==> src/rtl/ternary_sched.sv <==
// Round-robin arbiter and word sequencer that shares one 4-lane mod-3 engine between two
// polynomial samplers: fetch random word, issue to engine, stream packed trits, ack.
module ternary_sched #(
    parameter  int N_TRITS = 1400,
    localparam int WORDS   = N_TRITS / 4,
    localparam int CW      = (WORDS > 1) ? $clog2(WORDS) : 1
) (
    input  logic          clk,
    input  logic          rst,
    input  logic [1:0]    req,
    output logic [1:0]    ack,
    output logic [1:0]    gnt,
    input  logic          rnd_valid,
    output logic          rnd_ready,
    input  logic [31:0]   rnd_data,
    output logic          eng_start,
    output logic [31:0]   eng_data,
    input  logic          eng_done,
    input  logic [7:0]    eng_trits,
    output logic          out_valid,
    input  logic          out_ready,
    output logic [7:0]    out_data,
    output logic [CW-1:0] out_idx,
    output logic          out_last
);

    localparam logic [2:0] S_IDLE  = 3'd0;
    localparam logic [2:0] S_FETCH = 3'd1;
    localparam logic [2:0] S_ISSUE = 3'd2;
    localparam logic [2:0] S_WAIT  = 3'd3;
    localparam logic [2:0] S_EMIT  = 3'd4;
    localparam logic [2:0] S_DONE  = 3'd5;

    localparam logic [CW-1:0] LAST_IDX = CW'(WORDS - 1);

    logic [2:0]    state_q,    state_d;
    logic [1:0]    gnt_q,      gnt_d;
    logic          last_q,     last_d;
    logic [CW-1:0] count_q,    count_d;
    logic [31:0]   eng_data_q, eng_data_d;
    logic [7:0]    out_data_q, out_data_d;

    // last_q is the index of the most recently served requester; on a tie the other one wins.
    function automatic logic [1:0] pick_grant(input logic [1:0] r, input logic last);
        logic [1:0] g;
        if (r == 2'b11) begin
            g = last ? 2'b01 : 2'b10;
        end else begin
            g = r;
        end
        return g;
    endfunction

    always_comb begin
        state_d    = state_q;
        gnt_d      = gnt_q;
        last_d     = last_q;
        count_d    = count_q;
        eng_data_d = eng_data_q;
        out_data_d = out_data_q;
        case (state_q)
            S_IDLE: begin
                if (req != 2'b00) begin
                    gnt_d   = pick_grant(req, last_q);
                    state_d = S_FETCH;
                end
            end
            S_FETCH: begin
                if (rnd_valid) begin
                    eng_data_d = rnd_data;
                    state_d    = S_ISSUE;
                end
            end
            S_ISSUE: begin
                state_d = S_WAIT;
            end
            S_WAIT: begin
                if (eng_done) begin
                    out_data_d = eng_trits;
                    state_d    = S_EMIT;
                end
            end
            S_EMIT: begin
                if (out_ready) begin
                    if (count_q == LAST_IDX) begin
                        state_d = S_DONE;
                    end else begin
                        count_d = count_q + CW'(1);
                        state_d = S_FETCH;
                    end
                end
            end
            S_DONE: begin
                last_d  = gnt_q[1];
                gnt_d   = 2'b00;
                count_d = '0;
                state_d = S_IDLE;
            end
            default: begin
                state_d = S_IDLE;
            end
        endcase
    end

    always_ff @(posedge clk) begin
        if (rst) begin
            state_q    <= S_IDLE;
            gnt_q      <= 2'b00;
            last_q     <= 1'b1;
            count_q    <= '0;
            eng_data_q <= '0;
            out_data_q <= '0;
        end else begin
            state_q    <= state_d;
            gnt_q      <= gnt_d;
            last_q     <= last_d;
            count_q    <= count_d;
            eng_data_q <= eng_data_d;
            out_data_q <= out_data_d;
        end
    end

    assign gnt       = gnt_q;
    assign ack       = (state_q == S_DONE) ? gnt_q : 2'b00;
    assign rnd_ready = (state_q == S_FETCH);
    assign eng_start = (state_q == S_ISSUE);
    assign eng_data  = eng_data_q;
    assign out_valid = (state_q == S_EMIT);
    assign out_data  = out_data_q;
    assign out_idx   = count_q;
    assign out_last  = (state_q == S_EMIT) && (count_q == LAST_IDX);

    logic trits_ok;
    assign trits_ok = (eng_trits[1:0] != 2'b11) && (eng_trits[3:2] != 2'b11) &&
                      (eng_trits[5:4] != 2'b11) && (eng_trits[7:6] != 2'b11);

    a_trits_legal: assert property (@(posedge clk) disable iff (rst) eng_done |-> trits_ok);
    a_gnt_onehot0: assert property (@(posedge clk) disable iff (rst) $onehot0(gnt_q));

endmodule

==> config.mk <==
export PLATFORM = sky130hd
export DESIGN_NAME = ternary_sched
export DESIGN_NICKNAME = d
export VERILOG_FILES = /design/src/rtl/ternary_sched.sv
export SDC_FILE = /design/constraint.sdc
export NUM_CORES = 1
export LEC_CHECK = 0
export BUFFER_PORTS_ARGS = -buffer_cell sky130_fd_sc_hd__buf_2
export CAP_MARGIN = 5
export CORE_AREA = 3 3 73 75
export DETAILED_ROUTE_END_ITERATION = 7
export DIE_AREA = 0 0 76 78
export PLACE_DENSITY = 0.86
export SETUP_SLACK_MARGIN = 0.02
export SLEW_MARGIN = 20
export SYNTH_ARGS = -nofsm -noshare
export SYNTH_HDL_FRONTEND = slang
export SYNTH_SLANG_ARGS = --single-unit
==> constraint.sdc <==
create_clock -name clk -period 1.9 [get_ports clk]
set_input_delay 0.38 -clock clk [delete_from_list [all_inputs] [get_ports clk]]
set_output_delay 0.38 -clock clk [all_outputs]
set_load 0.01 [all_outputs]
# After elaboration in Yosys (flattened, before gate mapping)
# Cells that the tools add are included.
[word_totals]
register_bits = 55
[classes]
addsub = 1
n_eq_ne = 12
mux = 14
reduce_logical = 10
[ops]
columns = ["op", "count"]
rows = [
  ["9-bit 2-to-1 mux", 2],
  ["9-bit one-hot mux with 2 select lines", 1],
  ["3-bit 2-to-1 mux", 5],
  ["3-bit one-hot mux with 5 select lines", 1],
  ["9-bit by 1-bit adder with 9-bit output (second input constant)", 1],
  ["9-bit == test (second input constant)", 1],
  ["2-bit 2-to-1 mux", 4],
  ["2-bit inequality test (second input constant)", 4],
  ["3-bit by 2-bit == test with 1-bit output (second input constant)", 2],
  ["3-bit == test (second input constant)", 2],
  ["2-bit AND reduction", 3],
  ["2-bit nonzero test", 3],
  ["2-bit one-hot mux with 2 select lines", 1],
  ["4-bit AND reduction", 1],
  ["3-bit by 1-bit == test with 1-bit output (second input constant)", 1],
  ["3-bit logical NOT", 1],
  ["3-bit AND reduction", 1],
  ["2-bit == test (second input constant)", 1],
  ["2-bit by 1-bit inequality test with 1-bit output (second input constant)", 1],
  ["1-bit logical AND", 1],
]

# Logic depth before layout (Yosys ltp)
[logic_depth]
word_depth = 4
mapped_depth = 6
depth_no_buf = 6

# Worst setup path after synthesis
# OpenSTA, ideal clock, no wires.
[synth_timing]
path_type = "reg2reg"
start = "register count_q[0], in the netlist out_idx[0]"
end = "register count_q[8], in the netlist out_idx[8]"
arrival_time_ps = 1525
slack_ps = 316
path_stages_with_launch = 6
cell_sequence = "dfxtp_1 > ha_1 > nand2_1 > or3_1 > or4_1 > nand2_1"
[synth_via]
elab_chain_len = 4
[synth_rtl]
columns = ["element", "line", "text"]
rows = [
  ["from (decl)", "39", "logic [CW-1:0] count_q, count_d;"],
  ["from (signal assigned)", "117", "count_q <= count_d;"],
  ["9-bit by 1-bit adder with 9-bit output", "88", "count_d = count_q + CW'(1);"],
  ["9-bit 2-to-1 mux", "85", "if (count_q == LAST_IDX) begin"],
  ["9-bit 2-to-1 mux", "84", "if (out_ready) begin"],
  ["9-bit one-hot mux with 2 select lines", "61", "case (state_q)"],
]
# Parallel ways exist; a longest one is shown, timed or not. The select of a mux whose other input is x is not followed.
# A chain may end at the register's enable or synchronous reset.

# Worst setup path in the final report
[layout_timing]
start = "register state_q[0]"
end = "output port out_last"
[layout_via]
elab_chain_len = 2
[layout_rtl]
columns = ["element", "line", "text"]
rows = [
  ["from (decl)", "36", "logic [2:0] state_q, state_d;"],
  ["from (signal assigned)", "114", "state_q <= state_d;"],
  ["3-bit == test", "131", "assign out_last = (state_q == S_EMIT) && (count_q == LAST_IDX);"],
  ["1-bit logical AND", "131", ""],
  ["to (decl)", "24", "output logic out_last"],
]
# Every way passes these cells.

==> impl_results.md <==
- Status: finished, violations left
- Failing checks: negative setup slack
- Commonest non-fill, non-tap cell in the layout: buf_2
- DRC errors left: 0
- CTS clk-pin slew, worst paths: 0.10 ns
- Total GRT Usage: 19.24%
- Worst Path Required: 1.52 ns
- Hpwl dp: 4.039 mm
- Slowest library cell on the worst path: dfxtp_4
- Max transition margin: 67.76%
- H-tree depth: 2
- Placed instance count: 440
- Finished Layout Cells: 457
- Fin Hold WS: 0.3022 ns
- Total CTS buffers: 5
- CP Capture Type: primary output
- Via count: 2305
- Synth async-reset ratio: 0%
- Max VDD drop: 0.4882 mV
- Post-synth EDFFs: 0
- Synth Warn #: 0
- Worst r2r src: state_q[0]$_SDFFE_PP0P_
- CP Cell Sequence: and4bb_1 > nand4_1 > nor2_2 > buf_2
- Post-route minimum period: 1.988 ns
- RePlAce Congestion: 0.9532
- Post-synthesis cell area: 0.002190 mm2
- Measured slew at the worst slew-check pin: 0.4799 ns
- Die W: 76 um
- Die Ht: 78 um
- Critical path depth in cells: 4
- Die ar.: 0.005928 mm2
- WS Path Type: flip-flop to primary output
- Final instance area: 0.003003 mm2
- Grt total ovfl: 0
- Drt initial violations: 103
- Pwr Density: 800.7 mW/mm2
- Rows: 25
- Largest fanout on the critical path: 5
- Synth Instances: 280
- Ant diodes: 0
- Total power: 2.404 mW
- Clk buf depth: 2
- Sink Count: 55
- Commonest non-fill, non-tap cells in the layout: buf_2, nand2_1, dfxtp_1
- Global-route wire length before repair: 9.418 mm
- # nets final: 438
- Min-delay worst type: primary input to flip-flop
- 1st-pass router iterations: 5
- Largest net degree at the start of global routing: 48
- Core Util, Final: 63.58%
- Sequential-to-total area share from yosys stat: 50.29%
- CTS tree: yes
- Drt wl/cell: 13.05 um
- Dpl ws: 0.2022 ns
- Reg-to-Reg End: out_idx[8]$_SDFFE_PP0P_
- CTS root buf: clkbuf_8
- Prevailing post-synth register cell: dfxtp_1
- Initial antenna violation count: 0
- Crit path from: state_q[0]$_SDFFE_PP0P_
- Worst-case reg-to-reg path depth: 5
- Worst-Skew Late Latency: 0.30 ns
- Fraction of layout cells with a size suffix above 1: 35.38%
- Fin. max-slew vios: 0
- Total negative setup slack: -0.08814 ns
- Starting Density: 46.36%
- Hold Violations, Final: 0
- IO Pins: 104
- CP top delay family: simple AND/OR/NAND/NOR gates
- Syn nets: 329
- CP endpoint: out_last
- Buffer and inverter count on the worst path: 1
- Startpoint types: flip-flop
- Placed cell area: 0.002768 mm2
- Final worst setup slack: -0.08814 ns
- Vias in the first global route: 2176
- Total Wirelength: 5.964 mm
- Peak Freq: 503.0 MHz
- Register bit total from synthesis: 55
- RSZ-0062 raised after global routing: true
- Synth Area per Inst: 7.820 um2
- Port Buffer Count: 103
- Vias/cell: 5.044
- Max-Cap Viols: 0
- Leak pwr: 1.388 nW
- P&R area growth vs syn: 37.14%
- Worst Path Arrival: 1.61 ns
- Flop2flop setup slack: 0.19 ns
- Setup violators final: 1
- ANT nets after route: 0
- CP peak stage delay: 0.37 ns
- Core Region: 0.004723 mm2
- Period Utilization, post-route: 104.6%
- Synth cell types: 38
- Final Skew: 0.008399 ns
==> kinds of logic (layout without fill, tap and decap cells) <==
kind of cell,after synthesis,in the layout,share of synthesized area [%]
AOI/OAI and AO/OA,54,54,13.66
xor gates and xnor gates,2,2,0.8001
adders and majority gates,2,2,1.143
buffers and inverters,17,127,3.143
DFF,55,55,50.29
muxes,2,2,0.9714
and+or+nand+nor,148,148,30.00
==> final cells by class <==
type,instances,area (um2)
Clock buffer,6,72.57
Clock inverter,2,60.06
Fill cell,403,1720
Multi-Input combinational cell,208,1045
Timing Repair Buffer,117,618.1
Inverter,2,7.507
Sequential cell,55,1116
Tap cell,67,83.83
==> synth_stat cells, drive strengths merged (3+ instances only) <==
master  number  area share, %
o21ai        3           0.69
nand4        5            1.4
nand3        4           0.91
clkbuf      13            2.2
nand2b       3           0.97
dfxtp       55             50
or3          3           0.86
and2         3           0.86
nor2b        6            1.7
a21oi       41            9.4
nor2        15            2.6
nand2       94             16
nor3         5            1.1
==> registers in the layout, indices dropped and copies added (netlist names) <==
name      count
eng_data     32
gnt           2
out_data      8
last_q        1
state_q       3
out_idx       9
==> how the worst min path moves through the flow <==
stage | cells after the start | end | startpoint | slack (ns)
3_3_place_gp | 2 | eng_data[27]$_SDFFE_PP0P_ | eng_data[27]$_SDFFE_PP0P_ | 0.44
4_1_cts | 3 | eng_data[31]$_SDFFE_PP0P_ | rnd_data[31] | 0.29
6_report | 3 | eng_data[31]$_SDFFE_PP0P_ | rnd_data[31] | 0.30
5_1_grt | 3 | eng_data[10]$_SDFFE_PP0P_ | rnd_data[10] | 0.30
3_5_place_dp | 2 | eng_data[31]$_SDFFE_PP0P_ | eng_data[31]$_SDFFE_PP0P_ | 0.44
2_1_floorplan | 2 | eng_data[0]$_SDFFE_PP0P_ | eng_data[0]$_SDFFE_PP0P_ | 0.48
==> metal layers <==
layer / track usage (%) / up-vias / wire length, um
met1: 20.78 / 1029 / 2406
li1: - / 1150 / -
met5: 0 / - / 0
met3: 4.640 / 16 / 433
met2: 35.37 / 110 / 2985
met4: 9.058 / 0 / 139
==> worst min-delay path, cell delays in order <==
cell	delay (ns)
buf_2	0.09
nand2_1	0.04
a21oi_1	0.05
==> report_power, final <==
part / leakage (nW) / switching (mW) / internal (mW) / total (mW)
combinational: 0.871 / 0.167 / 0.131 / 0.298
sequential: 0.451 / 0.0256 / 1.20 / 1.22
clock: 0.0654 / 0.357 / 0.526 / 0.884
==> what timing repair did <==
action	4_1_cts	5_1_grt
hold buffers	0	0
endpoints found under the setup margin	1	3
setup buffers	2	7
pin swaps	2	3
gates resized for setup	5	11
No activity file was read; power rests on OpenSTA's default activity.
